--- src/rtl/sram22_1024x32_arb.sv ---
// Two-requester round-robin arbiter in front of a single-port SRAM22 macro (1-cycle read latency).
// Optional power-up clear of the whole macro is enabled by defining SRAM22_ARB_INIT_EN.
//
// state   | meaning
// --------+------------------------------------------------------------
// ST_INIT | clearing the macro, one word per cycle; requests held off
// ST_RUN  | arbitrating requesters onto the macro port
module sram22_1024x32_arb #(
    parameter int ADDR_WIDTH = 10,
    parameter int DATA_WIDTH = 32
) (
    input  logic                    clk,
    input  logic                    rst_n,
    input  logic [1:0]              req_valid,
    output logic [1:0]              req_ready,
    input  logic [1:0]              req_we,
    input  logic [2*ADDR_WIDTH-1:0] req_addr,
    input  logic [2*DATA_WIDTH-1:0] req_wdata,
    output logic [1:0]              rsp_valid,
    output logic [DATA_WIDTH-1:0]   rsp_rdata,
    output logic                    sram_we,
    output logic                    sram_wmask,
    output logic [ADDR_WIDTH-1:0]   sram_addr,
    output logic [DATA_WIDTH-1:0]   sram_din,
    input  logic [DATA_WIDTH-1:0]   sram_dout,
    output logic                    init_done
);

    logic       run;
    logic       prio;
    logic [1:0] grant;

`ifdef SRAM22_ARB_INIT_EN
    typedef enum logic {
        ST_INIT = 1'b0,
        ST_RUN  = 1'b1
    } state_t;

    state_t                  state, state_nxt;
    logic [ADDR_WIDTH-1:0]   init_cnt, init_cnt_nxt;

    always_ff @(posedge clk or negedge rst_n) begin
        if (!rst_n) begin
            state    <= ST_INIT;
            init_cnt <= '0;
        end else begin
            state    <= state_nxt;
            init_cnt <= init_cnt_nxt;
        end
    end

    always_comb begin
        state_nxt    = state;
        init_cnt_nxt = init_cnt;
        if (state == ST_INIT) begin
            init_cnt_nxt = init_cnt + 1'b1;
            if (init_cnt == '1)
                state_nxt = ST_RUN;
        end
    end

    assign run = (state == ST_RUN);
`else
    assign run = 1'b1;
`endif

    assign init_done = run;

    // prio names the requester that wins when both are valid
    always_comb begin
        grant = 2'b00;
        if (run) begin
            case (req_valid)
                2'b01:   grant = 2'b01;
                2'b10:   grant = 2'b10;
                2'b11:   grant = prio ? 2'b10 : 2'b01;
                default: grant = 2'b00;
            endcase
        end
    end

    assign req_ready = grant;

    always_comb begin
        sram_we    = 1'b0;
        sram_wmask = 1'b0;
        sram_addr  = '0;
        sram_din   = '0;
`ifdef SRAM22_ARB_INIT_EN
        if (!run) begin
            sram_we    = 1'b1;
            sram_wmask = 1'b1;
            sram_addr  = init_cnt;
        end else
`endif
        if (grant != 2'b00) begin
            sram_wmask = 1'b1;
            sram_we    = grant[1] ? req_we[1] : req_we[0];
            sram_addr  = grant[1] ? req_addr[ADDR_WIDTH +: ADDR_WIDTH]
                                  : req_addr[0 +: ADDR_WIDTH];
            sram_din   = grant[1] ? req_wdata[DATA_WIDTH +: DATA_WIDTH]
                                  : req_wdata[0 +: DATA_WIDTH];
        end
    end

    always_ff @(posedge clk or negedge rst_n) begin
        if (!rst_n) begin
            prio      <= 1'b0;
            rsp_valid <= 2'b00;
        end else begin
            if (grant != 2'b00)
                prio <= grant[0];
            rsp_valid <= grant & ~req_we;
        end
    end

    assign rsp_rdata = (rsp_valid != 2'b00) ? sram_dout : '0;

endmodule

--- config.mk ---
export PLATFORM = sky130hd
export DESIGN_NAME = sram22_1024x32_arb
export DESIGN_NICKNAME = d
export VERILOG_FILES = /design/src/rtl/sram22_1024x32_arb.sv
export SDC_FILE = /design/constraint.sdc
export NUM_CORES = 1
export LEC_CHECK = 0
export CORE_AREA = 2 2 79 81
export DETAILED_ROUTE_END_ITERATION = 8
export DIE_AREA = 0 0 81 83
export PLACE_DENSITY_LB_ADDON = 0.2
export SLEW_MARGIN = 0
export SYNTH_ARGS = -nofsm -noshare
export SYNTH_HDL_FRONTEND = slang
export SYNTH_SLANG_ARGS = --single-unit
--- constraint.sdc ---
create_clock -name clk -period 2.2 [get_ports clk]
set_input_delay 0.33 -clock clk [delete_from_list [all_inputs] [get_ports clk]]
set_output_delay 0.33 -clock clk [all_outputs]
set_load 0.05 [all_outputs]
## After elaboration in Yosys (flattened, before gate mapping)

Index checks and enable logic that the tools add are counted.

- Add/sub/neg operators: 0
- $mul: 0
- Div/mod/pow operators: 0
- Order comparisons: 0
- Equality and inequality tests: 3
- Shifts and indexed selects: 0
- Mux-type cells: 10
- Bitwise operators: 2
- Reductions and logical operators: 2

Operators by type and width:

| kind | count |
|---|---|
| $mux W32 | 3 |
| $mux W10 | 2 |
| $pmux W2 S3 | 1 |
| $eq A2 B2 Y1 const B | 2 |
| $reduce_bool A2 Y1 | 2 |
| $mux W1 | 3 |
| $and A2 B2 Y2 | 1 |
| $eq A2 B1 Y1 const B | 1 |
| $mux W2 | 1 |
| $not A2 Y2 | 1 |

- Register bits after elaboration: 3
- Bits in latches: 0
- Bits in writable memories: 0
- ROM bits: 0
- Input port bits: 122
- Output and inout bits: 81
- Word-level logic and storage cells: 19
- Memories: 0

## Depth between registers and ports, before layout

Gate-level depths: netlist of run 1.

- Depth after elaboration: 4
- Gate-level depth with buffers: 4
- Mapped depth without buffers: 2

## Least setup slack after synthesis of run 1

No wires, ideal clock.

- Path kind: flip-flop to output port
- Start: reg rsp_valid[1]
- End: out rsp_rdata[10]
- Arrival time: 1713 ps
- Data required time: 1870 ps
- Setup slack: 157 ps
- Stages on the path, launching flop included: 4
- Path buffers: 1
- Cell sequence: dfrtp_1 -> nor2_1 -> clkbuf_1 -> nor2b_1

- Word-level cells in the longest chain between the ends: 2

Ends and longest elaborated chain:

| element | RTL line | source |
|---|---|---|
| start: declaration | 19 | `output logic [1:0] rsp_valid,` |
| start signal: assignment | 113 | `rsp_valid <= grant & ~req_we;` |
| $reduce_bool A2 Y1 | 117 | `assign rsp_rdata = (rsp_valid != 2'b00) ? sram_dout : '0;` |
| $mux W32 | 117 |  |
| end: declaration | 20 | `output logic [DATA_WIDTH-1:0] rsp_rdata,` |

Every way passes these cells.

## Final worst setup path of run 1

- Start: in req_valid[0]
- End: out sram_din[0]

- Word-level cells in the longest chain between the ends: 4
- Elaborated cells on any way between the ends: 7
- Those cells by class: eq/ne: 3; mux: 3; reduce/logical: 1

Ends and longest elaborated chain:

| element | RTL line | source |
|---|---|---|
| start: declaration | 14 | `input logic [1:0] req_valid,` |
| $eq A2 B2 Y1 / $eq A2 B1 Y1 (equally long branches) | 73 | `case (req_valid)` |
| $pmux W2 S3 * | 73 |  |
| $mux W32 / $reduce_bool A2 Y1 (equally long branches) | 101, 96 |  |
| $mux W32 * | 96 | `if (grant != 2'b00) begin` |
| end: declaration | 24 | `output logic [DATA_WIDTH-1:0] sram_din,` |

Every way passes the cells marked *; elsewhere a longest branch is shown, timed or not.

==> reports/metrics.yaml, run 1 <==
die:
  floorplan.core_area_um2: 5820
  fp-row-count: 28
  die_span_in_x_um: 81
  vertical_extent_of_the_die_um: 83
  die-area_um2: 6720
  io-pin-count: 203
  initial_utilization_pct: 16.4
worst_hold_path:
  worstHoldPathType: "primary input to asynchronous set/reset pin"
sta:
  slew_violations: 0
  number_of_hold_violations_in_the_final_report: 0
  final.min_clock_period_ns: 1.99
  setup_tns_ns: 0
  worst_clock_skew_ns: 0.00295
  setup_viol: 0
  layout_worst_path_cycle_share_pct: 90.3
  max-slew-margin-rel_pct: 66.1
  rsz0062_at_grt: "no"
  tightest_slew_ns: 0.506
  max_freq_mhz: 503
cts:
  cts.root.buffer_cell: "sky130_fd_sc_hd__clkbuf_8"
  cts_setup_buffers: 0
  clock_insertion_delay_worst_skew_ns: 0.22
  clock_tree.buffer_depth: 2
  post_cts_hold_buffer_count: 0
  cts.reportedPaths.clkPinSlew_ns: 0.03
  cts.sink_count: 3
  htreeDepth: 1
  cts_buf_count: 3
  cts_resized: 0
  clock_tree_from_tritoncts: "yes"
final_layout:
  antennaDiodeCount: 0
  final_cell_area_um2: 3450
  layout.cells.most_common: "sky130_fd_sc_hd__clkdlybuf4s50_1"
  layout-drive-gt1-share_pct: 41.3
  layout-area-overhead-vs-synth_pct: 262
  mostFrequentLayoutCells: "sky130_fd_sc_hd__clkdlybuf4s50_1, sky130_fd_sc_hd__buf_12, sky130_fd_sc_hd__buf_4"
  finish.utilization_pct: 59.4
  nNetsFinal: 423
routing:
  postRouteAntennaNets: 0
  dr_total_vias: 1717
  dr.pass1.iters: 4
  wire_length_per_cell_after_detailed_routing_um: 15.8
  drc: 0
  detailedRoute.firstIterationViolations: 46
  routed_wirelength_um: 5920
  post_drt_via_cell_ratio: 4.58
grt:
  first_pass_grt_wire_length_um: 8810
  grt_antenna_before_repair: 0
  grt_max_degree: 34
  first_global_vias: 1814
  gr-usage-all-layers_pct: 16.4
  globalRoute.totalOverflow: 0
setup_path:
  arrival_time_at_the_worst_endpoint_ns: 1.66
  worst_setup_path_end_kind: "primary output"
  r2r_cells: 3
  worst-setup-path-type: "primary input to primary output"
  rrSetupSlack_ns: 1.11
  element_type_at_the_critical_path_start: "primary input"
  critPathRequiredTime_ns: 1.87
  crit_path_max_fanout: 31
yosys:
  syn_nets: 228
  postSynthAreaPerCell_um2: 8.99
  synthDistinctLibCells: 17
  synth_seq_cells: 3
  syn-cell-area_um2: 953
  post_synthesis_sequential_area_ratio_pct: 7.87
  synthesis_warnings: 0
  syn_inst: 106
power:
  vdd_ir_drop_max_uv: 241
  leakage_nw: 1.52
  power.density_cell_area_nw_per_um2: 470
status:
  result_of_the_run: "finished clean"
placed_design:
  post_dp_cell_area_um2: 3410
  detailed_place_hpwl_um: 5070
  gpl.final_weighted_congestion: 0.736
  place.port_buffers: 201
run:
  cap_viol_max_count: 0
## cell usage after synthesis (all sizes together)
cell type  instances  area share (%)
a32o              43              50
nor2b             33              22
buf               14              13
clkbuf             4             1.6
dfrtp              3             7.9
nor2               2            0.79
a21boi             1             2.0
a21oi              1            0.52
and2               1            0.66
and3b              1            0.92
conb               1            0.39
nand2b             1            0.66
or2                1            0.66
## stage by stage
stage               setup WS (ns)  hold WS [ns]  cells  total power (W)
floorplan                   0.157        0.0344    106         0.000764
global placement            0.231         0.523    371          0.00147
CTS                         0.207         0.300    375          0.00164
global route                0.143         0.306    375          0.00168
finish                      0.214         0.297    375          0.00162
detailed placement          0.211         0.532    371          0.00147
## state kept, by name, summed over array words and instances, names as in the netlist
name	cells
prio	1
rsp_valid	2
## where the power goes
group	switching, W	leakage, nW	internal [W]	total (W)
combinational	0.000709	1.46	0.000686	0.00139
sequential	0.00000609	0.0377	0.0000606	0.0000667
clock	0.0000384	0.0228	0.000124	0.000162
## cells by family after synthesis
logic type,after synthesis,synth area share (%)
other,1,0.393
buffers and inverters,18,14.3
AND/OR/NAND/NOR,39,25.3
AO/OA/AOI/OAI,45,52.1
flip-flops,3,7.87
## critical path: stages
cell,delay (ns)
sky130_fd_sc_hd__clkdlybuf4s50_1,0.51
sky130_fd_sc_hd__nand2b_1,0.09
sky130_fd_sc_hd__buf_4,0.24
sky130_fd_sc_hd__a32o_2,0.32
sky130_fd_sc_hd__buf_12,0.15
## layout make-up
| cell class | count | area, um2 |
|---|---|---|
| fillers | 505 | 2360 |
| multi-input cells | 85 | 744 |
| flip-flops and latches | 3 | 75.1 |
| well taps | 75 | 93.8 |
| repair buffers | 208 | 2490 |
| clock buffers | 4 | 45.0 |
## final timing paths
check                            startpoint                endpoint
hold reg to reg            prio$_DFFE_PN0P_        prio$_DFFE_PN0P_
setup / recovery               req_valid[0]             sram_din[0]
min in group clk           prio$_DFFE_PN0P_        prio$_DFFE_PN0P_
hold / removal                        rst_n  rsp_valid[0]$_DFF_PN0_
setup reg to reg           prio$_DFFE_PN0P_  rsp_valid[1]$_DFF_PN0_
max in group asynchronous             rst_n  rsp_valid[1]$_DFF_PN0_
## per-layer routing
| layer | GRT usage [%] | wire (um) | up-vias |
|---|---|---|---|
| met4 | 2.77 | 34 | 0 |
| li1 | - | - | 817 |
| met1 | 16.6 | 2020 | 774 |
| met5 | 0 | 0 | - |
| met3 | 7.39 | 868 | 5 |
| met2 | 30.4 | 3000 | 121 |
(Power assumes the default switching activity.)
==> inputs of run 2 (changes only) <==
==> constraint.sdc (replaced) <==
create_clock -name clk -period 2.1 [get_ports clk]
set_input_delay 0.315 -clock clk [delete_from_list [all_inputs] [get_ports clk]]
set_output_delay 0.315 -clock clk [all_outputs]
set_load 0.05 [all_outputs]
==> run 2 against run 1 <==
Global-route usage up 1.0 points. Final cell count up 0.53%. Sequential power increased by 4.0%. Combinational power increased by 14%. Clock skew down 0.0010 ns. Setup slack got worse by 0.082 ns. Design area increased by 11%. Critical path type unchanged.
==> reports/metrics.yaml, run 2 (synthesis gave the netlist of run 1 again) <==
power:
  vdd_ir_drop_max_uv: 253  # was 241 uV
  total_power_w: 0.00182  # was 0.00162 W
  leakage_nw: 1.62  # was 1.52 nW
  power.density_cell_area_nw_per_um2: 474  # was 470 nW/um2
cts:
  clock_insertion_delay_worst_skew_ns: 0.21  # was 0.22 ns
  cts.reportedPaths.clkPinSlew_ns: 0.03  # about the same
  cts_setup_buffers: 0  # unchanged
  post_cts_hold_buffer_count: 0  # unchanged
  clock_tree_from_tritoncts: "yes"  # unchanged
  clock_tree.buffer_depth: 2  # unchanged
  cts_buf_count: 3  # unchanged
  cts.sink_count: 3  # unchanged
  cts_resized: 0  # unchanged
  htreeDepth: 1  # unchanged
  cts.root.buffer_cell: "sky130_fd_sc_hd__clkbuf_8"  # unchanged
setup_path:
  arrival_time_at_the_worst_endpoint_ns: 1.65  # was 1.66 ns
  rrSetupSlack_ns: 1.00  # was 1.11 ns
  reg2reg_from: "prio$_DFFE_PN0P_"  # unchanged
  element_type_at_the_critical_path_start: "primary input"  # unchanged
  crit_start: "req_valid[0]"  # unchanged
  path_cells: "clkdlybuf4s50_1 -> a21boi_4 -> buf_12 -> a32o_1 -> buf_12"  # was clkdlybuf4s50_1 -> nand2b_1 -> buf_4 -> a32o_2 -> buf_12
  crit_path_max_fanout: 25  # was 31
  critical-path-max-stage-delay_ns: 0.54  # was 0.51 ns
  r2r-end: "rsp_valid[1]$_DFF_PN0_"  # unchanged
  worst-setup-path-type: "primary input to primary output"  # unchanged
  crit_slowest_cell: "sky130_fd_sc_hd__clkdlybuf4s50_1"  # unchanged
  critical_path.endpoint: "sram_addr[2]"  # was sram_din[0]
  cpMostUsedCell: "sky130_fd_sc_hd__buf_12"
  worst_setup_path_end_kind: "primary output"  # unchanged
  r2r_cells: 3  # unchanged
  critPathRequiredTime_ns: 1.78  # was 1.87 ns
routing:
  routed_wirelength_um: 6250  # was 5920 um
  postRouteAntennaNets: 0  # unchanged
  detailedRoute.firstIterationViolations: 26  # was 46
  post_drt_via_cell_ratio: 4.62  # was 4.58
  drc: 0  # unchanged
  dr.pass1.iters: 4  # unchanged
  wire_length_per_cell_after_detailed_routing_um: 16.6  # was 15.8 um
  dr_total_vias: 1740  # was 1717
placed_design:
  total_instance_count_after_detailed_placement: 373  # was 371
  detailed_place_hpwl_um: 5430  # was 5070 um
  place.port_buffers: 201  # unchanged
  pre_cts_slack_ns: 0.130  # was 0.211 ns
  gpl.final_weighted_congestion: 0.753  # was 0.736
sta:
  setup_tns_ns: 0  # unchanged
  max-slew-margin-rel_pct: 65.7  # was 66.1%
  rsz0062_at_grt: "no"  # unchanged
  final.min_clock_period_ns: 1.97
  worst_clock_skew_ns: 0.00195  # was 0.00295 ns
  post-route-worst-setup-slack_ns: 0.132  # was 0.214 ns
  layout_worst_path_cycle_share_pct: 93.7
  max_freq_mhz: 508
  number_of_hold_violations_in_the_final_report: 0  # unchanged
  slew_violations: 0  # unchanged
  setup_viol: 0  # unchanged
  tightest_slew_ns: 0.513  # was 0.506 ns
die:
  die-area_um2: 6720  # unchanged
  initial_utilization_pct: 16.4  # unchanged
  die_span_in_x_um: 81  # unchanged
  floorplan.core_area_um2: 5820  # unchanged
  fp-row-count: 28  # unchanged
  vertical_extent_of_the_die_um: 83  # unchanged
  io-pin-count: 203  # unchanged
grt:
  first_pass_grt_wire_length_um: 9250  # was 8810 um
  gr-usage-all-layers_pct: 17.4  # was 16.4%
  globalRoute.totalOverflow: 0  # unchanged
  first_global_vias: 1877  # was 1814
  grt_antenna_before_repair: 0  # unchanged
  grt_max_degree: 33  # was 34
final_layout:
  mostFrequentLayoutCells: "sky130_fd_sc_hd__clkdlybuf4s50_1, sky130_fd_sc_hd__buf_12, sky130_fd_sc_hd__a32o_2"  # was sky130_fd_sc_hd__clkdlybuf4s50_1, sky130_fd_sc_hd__buf_12, sky130_fd_sc_hd__buf_4
  layout-drive-gt1-share_pct: 41.7  # was 41.3%
  layout-area-overhead-vs-synth_pct: 302  # was 262%
  layoutNonFillerInstCount: 377  # was 375
  layout.cells.most_common: "sky130_fd_sc_hd__clkdlybuf4s50_1"  # unchanged
  nNetsFinal: 425  # was 423
  largest-register: "rsp_valid"  # unchanged
  antennaDiodeCount: 0  # unchanged
  largestRegisters: "rsp_valid (2), prio (1)"  # unchanged
  largest_reg_flops: 2  # unchanged
worst_hold_path:
  worstHoldPathType: "primary input to asynchronous set/reset pin"  # unchanged
run:
  cap_viol_max_count: 0  # unchanged
status:
  result_of_the_run: "finished clean"  # unchanged
==> run 2: cell count changes in the layout (fill, tap and decap cells not counted) <==
cell,before,now
sky130_fd_sc_hd__buf_12,50,79
sky130_fd_sc_hd__buf_4,35,8
==> run 2: area by class of cell <==
cell class | count | area [um2]
Clock buffer | 4 | 45.0
Multi-Input combinational cell | 85 | 744
Fill cell | 481 | 1980
Timing Repair Buffer | 210 | 2870
Sequential cell | 3 | 75.1
Tap cell | 75 | 93.8
==> run 2: worst min-delay path by stage <==
| stage | startpoint | end | slack, ns | depth (start not counted) |
|---|---|---|---|---|
| finish | rst_n | rsp_valid[0]$_DFF_PN0_ | 0.28 | 1 |
| global route | rst_n | prio$_DFFE_PN0P_ | 0.29 | 1 |
| CTS | rst_n | prio$_DFFE_PN0P_ | 0.28 | 1 |
| detailed placement | rst_n | prio$_DFFE_PN0P_ | 0.51 | 1 |
| global placement | rst_n | prio$_DFFE_PN0P_ | 0.51 | 1 |
| floorplan | rst_n | prio$_DFFE_PN0P_ | 0.02 | 0 |
==> run 2: metrics by stage <==
stage	util [%]	hold slack [ns]	area, um2
after global placement	65.1	0.507	3790
after detailed placement	65.1	0.506	3790
after CTS	65.9	0.281	3830
after global routing	65.9	0.290	3830
final	65.9	0.280	3830
after floorplan	-	0.0194	953
==> run 2: per-layer routing <==
metal  track usage (%)  vias to the layer above  routed length [um]
met5                 0                        -                   0
met2              31.9                      126                3200
met3              8.70                        0                 933
met4              2.47                        0                   0
li1                  -                      821                   -
met1              17.7                      793                2120
==> run 2: power by group <==
group | leakage (nW) | internal, W | switching [W]
Clock | 0.0228 | 0.000129 | 0.0000376
Combinational | 1.56 | 0.000813 | 0.000766
Sequential | 0.0377 | 0.0000635 | 0.00000590
Total | 1.62 | 0.00101 | 0.000810
==> run 2: worst max-delay path, delay by kind of cell <==
family | cells | cell delay [ns]
buf+inv | 3 | 0.88
compound gates | 2 | 0.45
